[src/rtl/biu_arb.sv]
// Two-requester (IFU/LSU) round-robin arbiter in front of the BIU request channel.
// Tracks ownership until the matching last response arrives or the watchdog expires.

`ifndef PKT_BITS
`define PKT_BITS 40
`endif

module biu_arb #(
    parameter int unsigned TMO_BITS = 10
) (
    input  logic                 clk,
    input  logic                 reset,
    input  logic [`PKT_BITS-1:0] ifu_req_pkt_xx,
    output logic                 ifu_req_acc,
    input  logic [`PKT_BITS-1:0] lsu_req_pkt_xx,
    output logic                 lsu_req_acc,
    output logic [`PKT_BITS-1:0] arb_req_pkt_xx,
    input  logic                 biu_req_rdy,
    input  logic [`PKT_BITS-1:0] biu_resp_pkt_xx,
    output logic                 arb_busy,
    output logic [1:0]           arb_owner,
    output logic                 arb_tmo
);

    // Packet layout: [VLD][LAST][TYPE(2)][payload]
    localparam int unsigned VldBit  = `PKT_BITS - 1;
    localparam int unsigned LastBit = `PKT_BITS - 2;
    localparam int unsigned TypeLsb = `PKT_BITS - 4;

    localparam logic [TMO_BITS-1:0] TmoMax  = '1;
    localparam logic [TMO_BITS-1:0] TmoLast = TmoMax - 1'b1;

    localparam logic [1:0] OwnNone = 2'b00;
    localparam logic [1:0] OwnIfu  = 2'b01;
    localparam logic [1:0] OwnLsu  = 2'b10;

    typedef enum logic [1:0] {
        ST_IDLE,
        ST_SEND,
        ST_WAIT_RESP
    } state_t;

    state_t              state_q;
    logic [1:0]          owner_q;
    logic [1:0]          own_type_q;
    logic                last_lsu_q;
    logic                beat_seen_q;
    logic [TMO_BITS-1:0] cnt_q;
    logic                tmo_q;

    logic                 ifu_vld;
    logic                 lsu_vld;
    logic                 pick_lsu;
    logic [`PKT_BITS-1:0] owner_pkt;
    logic                 sending;
    logic                 beat_acc;
    logic                 resp_match;
    logic                 unused_resp;

    assign ifu_vld  = ifu_req_pkt_xx[VldBit];
    assign lsu_vld  = lsu_req_pkt_xx[VldBit];
    // Tie goes to whoever was not granted last.
    assign pick_lsu = lsu_vld & (~ifu_vld | ~last_lsu_q);

    assign owner_pkt = owner_q[1] ? lsu_req_pkt_xx : ifu_req_pkt_xx;
    assign sending   = reset & (state_q == ST_SEND);
    assign beat_acc  = sending & owner_pkt[VldBit] & biu_req_rdy;

    assign resp_match = biu_resp_pkt_xx[VldBit] & biu_resp_pkt_xx[LastBit] &
                        (biu_resp_pkt_xx[TypeLsb +: 2] == own_type_q);
    assign unused_resp = ^biu_resp_pkt_xx[TypeLsb-1:0];

    assign arb_req_pkt_xx = sending ? owner_pkt : '0;
    assign ifu_req_acc    = beat_acc & owner_q[0];
    assign lsu_req_acc    = beat_acc & owner_q[1];
    assign arb_busy       = reset & (state_q != ST_IDLE);
    assign arb_owner      = reset ? owner_q : OwnNone;
    assign arb_tmo        = tmo_q;

    always_ff @(posedge clk) begin
        if (!reset) begin
            state_q     <= ST_IDLE;
            owner_q     <= OwnNone;
            own_type_q  <= 2'b00;
            last_lsu_q  <= 1'b1;
            beat_seen_q <= 1'b0;
            cnt_q       <= '0;
            tmo_q       <= 1'b0;
        end else begin
            case (state_q)
                ST_IDLE: begin
                    if (ifu_vld || lsu_vld) begin
                        state_q     <= ST_SEND;
                        owner_q     <= pick_lsu ? OwnLsu : OwnIfu;
                        own_type_q  <= pick_lsu ? lsu_req_pkt_xx[TypeLsb +: 2]
                                                : ifu_req_pkt_xx[TypeLsb +: 2];
                        last_lsu_q  <= pick_lsu;
                        beat_seen_q <= 1'b0;
                    end
                end
                ST_SEND: begin
                    if (beat_acc) begin
                        if (owner_pkt[LastBit]) begin
                            state_q <= ST_WAIT_RESP;
                            cnt_q   <= '0;
                        end else begin
                            beat_seen_q <= 1'b1;
                        end
                    end else if (!owner_pkt[VldBit] && !beat_seen_q) begin
                        // Withdrawn before anything reached the bus.
                        state_q <= ST_IDLE;
                        owner_q <= OwnNone;
                    end
                end
                ST_WAIT_RESP: begin
                    if (resp_match) begin
                        state_q <= ST_IDLE;
                        owner_q <= OwnNone;
                    end else if (cnt_q == TmoLast) begin
                        cnt_q   <= TmoMax;
                        tmo_q   <= 1'b1;
                        state_q <= ST_IDLE;
                        owner_q <= OwnNone;
                    end else if (cnt_q != TmoMax) begin
                        cnt_q <= cnt_q + 1'b1;
                    end
                end
                default: begin
                    state_q <= ST_IDLE;
                    owner_q <= OwnNone;
                end
            endcase
        end
    end

endmodule

[config.mk]
export PLATFORM = sky130hd
export DESIGN_NAME = biu_arb
export DESIGN_NICKNAME = d
export VERILOG_FILES = /design/src/rtl/biu_arb.sv
export SDC_FILE = /design/constraint.sdc
export NUM_CORES = 1
export LEC_CHECK = 0
export BUFFER_PORTS_ARGS = -buffer_cell sky130_fd_sc_hd__buf_4
export CORE_UTILIZATION = 36
export CTS_CLUSTER_DIAMETER = 50
export DETAILED_ROUTE_END_ITERATION = 8
export GPL_ROUTABILITY_DRIVEN = 0
export GPL_TIMING_DRIVEN = 1
export PLACE_DENSITY = 0.86
export SYNTH_ARGS = -nofsm -noshare
export SYNTH_HDL_FRONTEND = slang
export SYNTH_SLANG_ARGS = --single-unit
export TNS_END_PERCENT = 1
[constraint.sdc]
create_clock -name clk -period 3.1 [get_ports clk]
set_input_delay 0.465 -clock clk [delete_from_list [all_inputs] [get_ports clk]]
set_output_delay 0.465 -clock clk [all_outputs]
set_load 0.01 [all_outputs]
# --- Word-level counts from Yosys, hierarchy flattened ---
# Index checks and enable logic that the tools add are counted.
totals:
  ff_bits: 19
  output_inout_bits: 46
  word_cells: 76
classes:
  addsub: 1
  n_eq_ne: 16
  muxes: 25
  n_bitwise: 13
  n_reduce_logical: 14
ops:
  columns: ["op", "n"]
  rows:
  - ["$mux 40", 2]
  - ["$mux 10", 5]
  - ["$mux 2", 11]
  - ["$pmux 10 s2", 1]
  - ["$ne 2x2->1 const B", 6]
  - ["$pmux 2 s3", 2]
  - ["$reduce_and 4->1", 3]
  - ["$add 10x1->10 const B", 1]
  - ["$eq 10x10->1 const B", 1]
  - ["$ne 10x10->1 const B", 1]
  - ["$and 1x1->1", 9]
  - ["$ne 3x3->1 const B", 3]
  - ["$reduce_bool 2->1", 3]
  - ["$reduce_and 5->1", 1]
  - ["$mux 1", 3]
  - ["$ne 3x2->1 const B", 1]
  - ["$not 1->1", 3]
  - ["$reduce_and 3->1", 1]
  - ["$eq 2x1->1 const B", 1]
  - ["$eq 2x2->1", 1]
  - ["$eq 2x2->1 const B", 1]
  - ["$logic_not 1->1", 2]
  - ["$logic_not 2->1", 1]
  - ["$ne 2x1->1 const B", 1]
  - ["5 further kinds", 5]

# --- Depth between registers and ports, before layout ---
# Gate-level depths: netlist of run 1.
logic_depth:
  ltp_word: 6
  ltp_mapped: 8

# --- Worst setup path after synthesis of run 1 ---
# OpenSTA, ideal clock, no wires.
synth_timing:
  path_type: "reg2reg"
  from: "register cnt_q[0]"
  to: "register owner_q[0]"
  setup_ns: 0.070
  t_arrival_ns: 2.068
  required_ns: 3.030
  path_slack_ns: 0.962
  stages_incl_launch_ff: 9
  path_buffers: 1
  period_less_slack_ns: 2.138
  cell_sequence: "dfxtp_1 > inv_1 > ha_1 > nand3_1 > or3_1 > buf_6 > a221o_1 > or4_1 > a21boi_1"
synth_via:
  elab_chain_cells: 3
synth_lines:
  columns: ["item", "line_no", "text"]
  rows:
  - ["start: declaration", "48", "logic [TMO_BITS-1:0] cnt_q;"]
  - ["start signal: assignment", "120", "cnt_q <= TmoMax;"]
  - ["start signal: assignment", "125", "cnt_q <= cnt_q + 1'b1;"]
  - ["$eq 10x10->1", "119", "end else if (cnt_q == TmoLast) begin"]
  - ["$ne 3x3->1 (no source line)", null, null]
  - ["$reduce_and 4->1 (no source line)", null, null]
  - ["end signal: assignment", "118", "owner_q <= OwnNone;"]
  - ["end signal: assignment", "123", "owner_q <= OwnNone;"]
  - ["end signal: assignment", "130", "owner_q <= OwnNone;"]
  - ["end: declaration", "44", "logic [1:0] owner_q;"]
# No other way between the ends.
# A chain may end at the register's enable or synchronous reset.

# --- Worst setup path after layout of run 1 ---
# Ends and elaborated chain as after synthesis.

==> out/summary.txt, run 1 <==
Max rail drop VDD = 175 uV
kind of capture point of the worst setup path = register
DRC = 4
number of nets in the layout = 477
register clock-pin slew on the reported worst setup and hold paths = 0.07 ns
required time of the worst setup path = 3.30 ns
wire length of the first global-routing pass = 8700 um
fraction of final layout cells with drive strength greater than 1 = 40.7%
number of setup violations in the final report = 0
final core utilization = 62.1%
maximum operating frequency = 425 MHz
Avg Cell Area, Syn = 7.47 um^2
Detailed Route Iter0 Violations = 62
minimum clock period = 2.35 ns
nets in the synthesized netlist = 352
chip width = 70.6 um
antenna violations before repair = 0
highest net fanout along the worst path = 8
clock buffer depth = 2
via count normalized by instance count = 5.31
detail-routed net length per standard cell = 14.1 um
register-to-register setup slack = 0.75 ns
outcome = complete, but fails checks
number of global-route vias before repair = 1926
number of nets still failing antenna checks after routing = 0
Critical path origin = cnt_q[0]
post-route design area = 0.00276 mm^2
final count of pins violating max slew = 0
worst reg2reg path endpoint = owner_q[0]
CTS buffer count = 3
H-tree levels = 1
buffers inserted by post-CTS timing repair = 0
combined area of all synthesized cells = 0.00170 mm^2
total power divided by cell area = 252 mW/mm^2
worst min-delay path class = register to register
Setup WS pre-CTS = 0.804 ns
number of max-cap violations = 0
Hold-fix buffers, CTS = 0
dominant cell type by area after synthesis = mux2i_1
Clock Sinks = 19
diode count = 0
post-cts sizing count = 0
most frequent cell after synthesis = nor2_1
# rows = 24
Post-synth EDFFs = 0
Worst Hold Slack = 0.458 ns
CTS Root Buffer Type = clkbuf_8
Die Area = 0.00499 mm^2
worst path arrival time = 2.55 ns
Clock Latency Late Sink = 0.26 ns
violated checks = design-rule violations
library cells used by synthesis = 42
Die Y = 70.6 um
detailed placement HPWL = 4520 um
relative slew slack = 55.3%
Yosys top cell area share = 24.8%
placeable core region = 0.00444 mm^2
share of the cycle needed by the critical path after routing = 75.8%
placed cell area = 0.00271 mm^2
GRT overflow = 0
yosys synthesis warning count = 0
dominant register cell in the synthesized netlist = dfxtp_1
I/O pin count = 169
ranking of synthesized cells by instance count = nor2_1, mux2i_1, dfxtp_1, clkbuf_1, nand2_1
Fin Setup TNS = 0 ns
R2R cell count = 7
static power due to leakage = 1.26 nW
kind of critical path = register to register
startpoint of the lowest-slack register-to-register path = cnt_q[0]
async set-or-reset flop fraction in the synthesized netlist = 0%
RSZ-0062 raised after global routing = false
starting density of the core = 38.1%
maximum number of pins on one net before global-route repair = 41
global router's overall resource usage = 21.4%
worst slew pin tran = 0.666 ns
final hold violation count = 0
Area growth, synth to finish = 62.7%
Detailed Routing Iterations Pass 1 = 6
worst setup path endpoint = owner_q[0]
cells after synthesis = 227
FF+latch count, synth = 19
ranking of synthesized cells by area = mux2i_1, dfxtp_1, nor2_1
largest clock skew in the final design = 0.00104 ns
routed vias = 2138
count of port buffers added during placement = 132
clock tree from TritonCTS = done
wire length after detailed routing = 5670 um
Layout fillers = 398
Startpoint Class = register
worst setup slack after layout = 0.749 ns
proportion of synthesized chip area in sequential cells = 22.4%
## registers in the layout, indices dropped and copies added (netlist names)
| register | count |
|---|---|
| last_lsu_q | 1 |
| arb_tmo | 1 |
| cnt_q | 10 |
| state_q | 2 |
| owner_q | 2 |
| beat_seen_q | 1 |
| own_type_q | 2 |
## cell families after synthesis
family	Yosys count	synth area share (%)
XOR/XNOR	2	1.03
adder cells (fa/ha/maj)	2	1.48
AND/OR/NAND/NOR	99	27.4
buffers and inverters	22	5.39
multiplexers	42	24.8
AO/OA/AOI/OAI	41	17.5
flip-flops	19	22.4
## stage by stage
stage / std cells / total power [W]
3_5_place_dp: 399 / 0.000525
5_1_grt: 403 / 0.000730
3_3_place_gp: 399 / 0.000519
4_1_cts: 403 / 0.000697
2_1_floorplan: 227 / 0.000383
6_report: 403 / 0.000696
## worst min-delay path by stage
| stage | from | to | slack (ns) | cells past startpoint |
|---|---|---|---|---|
| floorplan | owner_q[0] | owner_q[0] | 0.43 | 2 |
| detailed placement | owner_q[0] | owner_q[0] | 0.46 | 2 |
| global placement | owner_q[0] | owner_q[0] | 0.45 | 2 |
| CTS | owner_q[0] | owner_q[0] | 0.46 | 2 |
| finish | owner_q[0] | owner_q[0] | 0.46 | 2 |
| global route | owner_q[0] | owner_q[0] | 0.50 | 2 |
## final cells by class
| cell class | count | area (um^2) | area share, % |
|---|---|---|---|
| Clock buffer | 4 | 45.0 | 1.63 |
| Inverter | 6 | 22.5 | 0.816 |
| Multi-Input combinational cell | 186 | 1220 | 44.4 |
| Tap cell | 52 | 65.1 | 2.36 |
| Sequential cell | 19 | 382 | 13.8 |
| Timing Repair Buffer | 136 | 1020 | 37.0 |
## cell usage in the layout (no fill, tap or decap), types with 2 or more instances in the layout
cell and instances:
buf_4 136, nor2_1 48, mux2i_1 42, dfxtp_1 18, nand2_1 13, a21oi_1 8, inv_1 6, nand3_1 6
nor3_1 5, o21ai_0 5, and2_1 4, nor2b_1 4, nand2b_1 4, o211a_1 4, and3_1 4, or4_1 3
a21boi_0 3, o2bb2ai_1 3, a31oi_1 3, clkbuf_8 3, nand3b_1 2, xnor2_1 2, a41oi_1 2, nor4_1 2
a211oi_1 2, a22o_1 2, ha_1 2
## report_power, final
| group | switching (W) | internal (W) | total (W) |
|---|---|---|---|
| logic | 0.000107 | 0.000153 | 0.000259 |
| registers | 0.00000714 | 0.000252 | 0.000259 |
| clock network | 0.0000854 | 0.0000915 | 0.000177 |
## critical path, cell delays in order, from the launching register on
cell	delay, ns
dfxtp_1	0.34
inv_1	0.09
ha_1	0.20
nand3_1	0.10
or3_1	0.47
a221o_1	0.45
or4_1	0.49
a21boi_1	0.14
## per-layer routing
layer	vias to the layer above	share of wire [%]	track usage, %
met5	-	0	0
met3	13	8.0	5.41
met2	98	50	39.1
li1	1058	-	-
met1	969	40	24.7
met4	0	1.7	6.22
Power figures use the tool's default switching activity.
==> run 2: changes to the inputs <==
--- a/config.mk
+++ b/config.mk
@@ -6,12 +6,12 @@
 export NUM_CORES = 1
 export LEC_CHECK = 0
 export BUFFER_PORTS_ARGS = -buffer_cell sky130_fd_sc_hd__buf_4
-export CORE_UTILIZATION = 36
+export CORE_UTILIZATION = 33
 export CTS_CLUSTER_DIAMETER = 50
 export DETAILED_ROUTE_END_ITERATION = 8
 export GPL_ROUTABILITY_DRIVEN = 0
 export GPL_TIMING_DRIVEN = 1
-export PLACE_DENSITY = 0.86
+export PLACE_DENSITY = 0.83
 export SYNTH_ARGS = -nofsm -noshare
 export SYNTH_HDL_FRONTEND = slang
 export SYNTH_SLANG_ARGS = --single-unit
==> constraint.sdc (replaced) <==
create_clock -name clk -period 2.15 [get_ports clk]
set_input_delay 0.3225 -clock clk [delete_from_list [all_inputs] [get_ports clk]]
set_output_delay 0.3225 -clock clk [all_outputs]
set_load 0.01 [all_outputs]
==> run 2 against run 1 <==
The run now ends clean. Clock skew rose by 0.0081 ns. Global-route usage decreased by 1.5 points. Fmax is 14% higher. Via count is 0.47% higher. Wire length rose by 3.2%. Largest power group is now combinational cells.
==> out/summary.txt, run 2 (synthesized netlist as in run 1, its figures left out) <==
outcome = finished, final reports clean
diode count = 0 (unchanged)
number of max-cap violations = 0 (unchanged)
RSZ-0062 raised after global routing = false
Max rail drop VDD = 381 uV (+120%)
register-to-register setup slack = 0.09 ns (-0.66 ns)
chip width = 73.7 um (+4.3%)
number of setup violations in the final report = 0 (unchanged)
Critical path origin = cnt_q[0]
Sw Share = 28.7% (+0.069 points)
switching component of the power = 0.000292 W (+46%)
worst setup path endpoint = owner_q[0]
number of global-route vias before repair = 2004 (+4.0%)
routed vias = 2148 (+0.47%)
number of nets in the layout = 489 (+2.5%)
antenna violations before repair = 0 (unchanged)
DRC = 0 (-4)
register name with the most flops = cnt_q
CTS buffer count = 3 (unchanged)
Clock Latency Late Sink = 0.27 ns (about the same)
maximum operating frequency = 485 MHz (+14%)
clock power share = 25.3% (about the same)
clock tree from TritonCTS = done
required time of the worst setup path = 2.35 ns (-0.95 ns)
ordered list of cells on the worst path = inv_2, ha_2, nand3_1, or3_1, a221o_1, or4_1, a21boi_1
final core utilization = 59.6% (-2.4 points)
via count normalized by instance count = 5.00 (-5.8%)
kind of critical path = register to register
Fin Setup TNS = 0 ns (unchanged)
worst path arrival time = 2.27 ns (-0.28 ns)
CTS Root Buffer Type = clkbuf_8
Die Y = 73.7 um (+4.3%)
H-tree levels = 1 (unchanged)
Clock Sinks = 19 (unchanged)
Detailed Route Iter0 Violations = 86 (+39%)
relative slew slack = 52.0% (-3.3 points)
kind of capture point of the worst setup path = register
Area growth, synth to finish = 69.4%
wire length after detailed routing = 5850 um (+3.2%)
sequential cell area = 384 um^2 (+0.66%)
final hold violation count = 0 (unchanged)
Tot Pwr = 0.00102 W (+46%)
post-route design area = 0.00287 mm^2 (+4.1%)
highest net fanout along the worst path = 4 (-4)
detailed placement HPWL = 4730 um (+4.6%)
Startpoint Class = register
part of the total power dissipated in sequential elements = 36.8% (-0.5 points)
R2R cell count = 7 (unchanged)
startpoint of the lowest-slack register-to-register path = cnt_q[0]
I/O pin count = 169 (unchanged)
Detailed Routing Iterations Pass 1 = 4 (-2)
final count of pins violating max slew = 0 (unchanged)
max reg flops = 10 (unchanged)
# rows = 25 (+4.2%)
total power divided by cell area = 354 mW/mm^2 (+40%)
Worst Hold Slack = 0.380 ns (-0.0781 ns)
most frequent cells in the layout = buf_4, nor2_1, mux2i_1
static power due to leakage = 1.32 nW (+4.7%)
multi-input combinational cell area = 0.00123 mm^2 (+0.21%)
GRT overflow = 0 (unchanged)
register clock-pin slew on the reported worst setup and hold paths = 0.08 ns (about the same)
global router's overall resource usage = 19.9% (-1.5 points)
starting density of the core = 35.2% (-3.0 points)
Int Power = 0.000724 W (+46%)
CP max stage cell = or4_1
count of port buffers added during placement = 132 (unchanged)
worst min-delay path class = input port to register
Layout fillers = 437 (+9.8%)
most common library cell in the layout ignoring fill and taps = buf_4
placeable core region = 0.00482 mm^2 (+8.4%)
share of the cycle needed by the critical path after routing = 95.9% (+20 points)
critical path's largest stage delay = 0.47 ns (-0.02 ns)
worst reg2reg path endpoint = owner_q[0]
wire length of the first global-routing pass = 8550 um (-1.7%)
placed cell area = 0.00282 mm^2 (+3.7%)
Hold-fix buffers, CTS = 0 (unchanged)
clock buffer depth = 2 (unchanged)
number of nets still failing antenna checks after routing = 0 (unchanged)
minimum clock period = 2.06 ns (-0.289 ns)
Comb pwr share = 37.9% (+0.6 points)
worst slew pin tran = 0.714 ns (+0.0486 ns)
Die Area = 0.00543 mm^2 (+8.8%)
maximum number of pins on one net before global-route repair = 32 (-22%)
detail-routed net length per standard cell = 13.6 um (-3.3%)
largest clock skew in the final design = 0.00915 ns (+0.00811 ns)
fraction of final layout cells with drive strength greater than 1 = 43.8% (+3.1 points)
run 2: layout make-up:
class,instances,area share [%]
clock buffer,4,1.57
inverter,6,0.784
tap,67,2.92
timing repair buffer,148,38.7
multi-input combinational,186,42.7
sequential,19,13.4
run 2: worst min-delay path by stage:
stage                             from          to  slack (ns)  cells past startpoint
floorplan                   owner_q[0]  owner_q[0]        0.43                      2
global placement            owner_q[0]  owner_q[0]        0.45                      2
detailed placement          owner_q[0]  owner_q[0]        0.47                      2
CTS                 lsu_req_pkt_xx[39]  last_lsu_q        0.38                      3
global route        lsu_req_pkt_xx[39]  last_lsu_q        0.40                      3
finish              lsu_req_pkt_xx[39]  last_lsu_q        0.38                      3
run 2: per-layer routing:
| metal | wire length, um | vias to the layer above | global-route usage [%] |
|---|---|---|---|
| met5 | 0 | - | 0 |
| met4 | 42 | 0 | 4.27 |
| met3 | 346 | 9 | 4.12 |
| met2 | 3030 | 86 | 36.3 |
| met1 | 2430 | 971 | 23.8 |
| li1 | - | 1082 | - |
run 2: timing repair:
item / in CTS / in global routing
gates resized for setup: 0 / 4
endpoints found under the hold margin: 0 / 0
setup endpoints to repair: 0 / 4
buffers inserted: 0 / 1
run 2: worst max-delay path, delay by kind of cell (launching register included):
family	cells	cell delay (ns)
AND/OR/NAND/NOR	3	0.91
AO/OA/AOI/OAI	2	0.51
flip-flops	1	0.34
adder cells (fa/ha/maj)	1	0.19
buffers and inverters	1	0.06
run 2: per-stage QoR:
step,cells,setup slack [ns]
after global routing,430,0.00172
after CTS,429,0.0282
after detailed placement,425,0.0437
after global placement,425,0.0850
final,430,0.0879
after floorplan,227,0.0117
run 2: power groups by stage:
stage                     combinational (W)  clock [W]  sequential [W]
after floorplan                    0.000175          0        0.000377
after global placement             0.000376          0        0.000381
after detailed placement           0.000385          0        0.000381
after CTS                          0.000387   0.000260        0.000373
after global routing               0.000416   0.000280        0.000375
final                              0.000385   0.000257        0.000374
==> run 3: changes to the inputs <==
--- a/config.mk
+++ b/config.mk
@@ -6,12 +6,11 @@
 export NUM_CORES = 1
 export LEC_CHECK = 0
 export BUFFER_PORTS_ARGS = -buffer_cell sky130_fd_sc_hd__buf_4
-export CORE_UTILIZATION = 33
+export CORE_UTILIZATION = 36
 export CTS_CLUSTER_DIAMETER = 50
 export DETAILED_ROUTE_END_ITERATION = 8
-export GPL_ROUTABILITY_DRIVEN = 0
 export GPL_TIMING_DRIVEN = 1
-export PLACE_DENSITY = 0.83
+export PLACE_DENSITY = 0.86
 export SYNTH_ARGS = -nofsm -noshare
 export SYNTH_HDL_FRONTEND = slang
 export SYNTH_SLANG_ARGS = --single-unit
==> constraint.sdc (replaced) <==
create_clock -name clk -period 2.1 [get_ports clk]
set_input_delay 0.315 -clock clk [delete_from_list [all_inputs] [get_ports clk]]
set_output_delay 0.315 -clock clk [all_outputs]
set_load 0.01 [all_outputs]
==> run 3 against run 2 <==
Clock skew down 0.0077 ns. Register-to-register slack got worse by 0.03 ns. Critical path depth unchanged. Global-route usage up 2.4 points. Utilization up 5.6 points. First-iteration DRC count grew 45%. Worst hold slack got worse by 0.014 ns. Power grew 3.0%. The flow now finishes with violations (design-rule violations). Clock power rose by 4%. Cell area up 0.91%. Count of clock-buffer cells in the layout did not move. Highest routed layer unchanged. Combinational power up 3%. Critical path type unchanged.
==> out/summary.txt, run 3 (synthesized netlist as in run 1, its figures left out) <==
outcome = complete, but fails checks
violated checks = design-rule violations
I/O pin count = 169 (unchanged)
number of nets still failing antenna checks after routing = 0 (unchanged)
Layout fillers = 366 (-16%)
detail-routed net length per standard cell = 14.1 um (+3.3%)
Max rail drop VDD = 359 uV (-5.9%)
most frequent cells in the layout = buf_4, nor2_1, mux2i_1
share of the cycle needed by the critical path after routing = 97.4% (+1.5 points)
Top delay family on crit path = simple AND/OR/NAND/NOR gates
kind of capture point of the worst setup path = register
clock tree from TritonCTS = done
fraction of final layout cells with drive strength greater than 1 = 44.7% (+0.88 points)
required time of the worst setup path = 2.30 ns (-0.05 ns)
Buffers & Inverters on Critical Path = 1 (unchanged)
H-tree levels = 1 (unchanged)
post-route design area = 0.00290 mm^2 (+0.91%)
via count normalized by instance count = 5.15 (+3.1%)
total power divided by cell area = 361 mW/mm^2 (+2.1%)
number of nets in the layout = 493 (+0.82%)
CTS Root Buffer Type = clkbuf_8
Area growth, synth to finish = 71.0%
# rows = 24 (-4.0%)
largest clock skew in the final design = 0.00145 ns (-0.00770 ns)
detailed placement HPWL = 4700 um (-0.71%)
clock buffer depth = 2 (unchanged)
count of port buffers added during placement = 132 (unchanged)
Clock Latency Late Sink = 0.26 ns (about the same)
CP max stage cell = or4_1
critical path's largest stage delay = 0.47 ns (about the same)
number of global-route vias before repair = 2063 (+2.9%)
worst min-delay path class = input port to register
ordered list of cells on the worst path = inv_1, ha_2, nand3_1, or3_4, a221o_1, or4_1, a21boi_1
placed cell area = 0.00283 mm^2 (+0.49%)
chip width = 70.6 um (-4.1%)
worst path arrival time = 2.25 ns (-0.02 ns)
worst slew pin tran = 0.673 ns (-0.0412 ns)
maximum operating frequency = 489 MHz (+0.77%)
minimum clock period = 2.05 ns (-0.0158 ns)
number of setup violations in the final report = 0 (unchanged)
register clock-pin slew on the reported worst setup and hold paths = 0.07 ns (about the same)
starting density of the core = 38.1% (+3.0 points)
register name with the most flops = cnt_q
final count of pins violating max slew = 0 (unchanged)
Detailed Routing Iterations Pass 1 = 6 (+2)
GPL Wtd Cong = 0.889
Detailed Route Iter0 Violations = 125 (+45%)
number of max-cap violations = 0 (unchanged)
GRT overflow = 0 (unchanged)
buffers inserted by post-CTS timing repair = 0 (unchanged)
DRC = 4 (+4)
max reg flops = 10 (unchanged)
RSZ-0062 raised after global routing = true
Fin Setup TNS = 0 ns (unchanged)
relative slew slack = 54.8% (+2.8 points)
Die Area = 0.00499 mm^2 (-8.1%)
diode count = 0 (unchanged)
final hold violation count = 0 (unchanged)
routed vias = 2158 (+0.47%)
Startpoint Class = register
Hold-fix buffers, CTS = 0 (unchanged)
wire length of the first global-routing pass = 9150 um (+7.0%)
antenna violations before repair = 0 (unchanged)
register-to-register setup slack = 0.05 ns (-0.03 ns)
most common library cell in the layout ignoring fill and taps = buf_4
wire length after detailed routing = 5890 um (+0.68%)
static power due to leakage = 1.34 nW (+1.8%)
CTS buffer count = 3 (unchanged)
placeable core region = 0.00444 mm^2 (-7.7%)
highest net fanout along the worst path = 4 (unchanged)
maximum number of pins on one net before global-route repair = 35 (+9.4%)
kind of critical path = register to register
Die Y = 70.6 um (-4.1%)
Clock Sinks = 19 (unchanged)
global router's overall resource usage = 22.3% (+2.4 points)
run 3: final timing paths:
kind | start | end | depth (start not counted)
worst max-delay path | cnt_q[0] | owner_q[0] | 7
worst min-delay path | lsu_req_pkt_xx[39] | last_lsu_q | 3
worst max register to register | cnt_q[0] | owner_q[0] | 7
worst min register to register | owner_q[0] | owner_q[0] | 2
run 3: final cells by class:
cell class | instances | area [um^2] | area share, %
inverters | 6 | 22.5 | 0.777
clock buffers | 4 | 45.0 | 1.55
flip-flops and latches | 19 | 382 | 13.2
repair buffers | 152 | 1140 | 39.4
well taps | 52 | 65.1 | 2.24
multi-input cells | 186 | 1240 | 42.9
run 3: layer usage:
layer | track usage (%) | up-vias | share of wire (%)
li1 | - | 1085 | -
met1 | 25.8 | 981 | 40
met2 | 42.1 | 86 | 52
met3 | 5.84 | 6 | 6.8
met4 | 2.89 | 0 | 0.61
met5 | 0 | - | 0
run 3: worst min-delay path, cell delays in order:
cell and delay [ns]:
buf_4 0.10, a21oi_1 0.05, o21ai_0 0.13
run 3: what timing repair did:
action / 4_1_cts / 5_1_grt
endpoints found under the setup margin: 2 / 12
gates resized for setup: 1 / 5
gates cloned: 0 / 1
pin swaps: 0 / 1
run 3: through the flow:
step / std cells / worst slack (ns) / util, % / power, W / hold slack [ns]
finish: 419 / 0.0537 / 65.2 / 0.00105 / 0.366
global route: 419 / -0.0517 / 65.2 / 0.00111 / 0.392
CTS: 418 / 0.0336 / 64.8 / 0.00106 / 0.359
detailed placement: 414 / 0.0650 / 63.7 / 0.000785 / 0.471
global placement: 414 / 0.0869 / 63.7 / 0.000775 / 0.453
floorplan: 227 / -0.00592 / - / 0.000566 / 0.435
run 3: power by group:
part | switching, W | internal [W] | leakage, nW | total [W]
sequential | 0.0000102 | 0.000372 | 0.155 | 0.000382
clock | 0.000131 | 0.000135 | 0.0228 | 0.000267
combinational | 0.000163 | 0.000234 | 1.17 | 0.000397
total | 0.000305 | 0.000742 | 1.34 | 0.00105
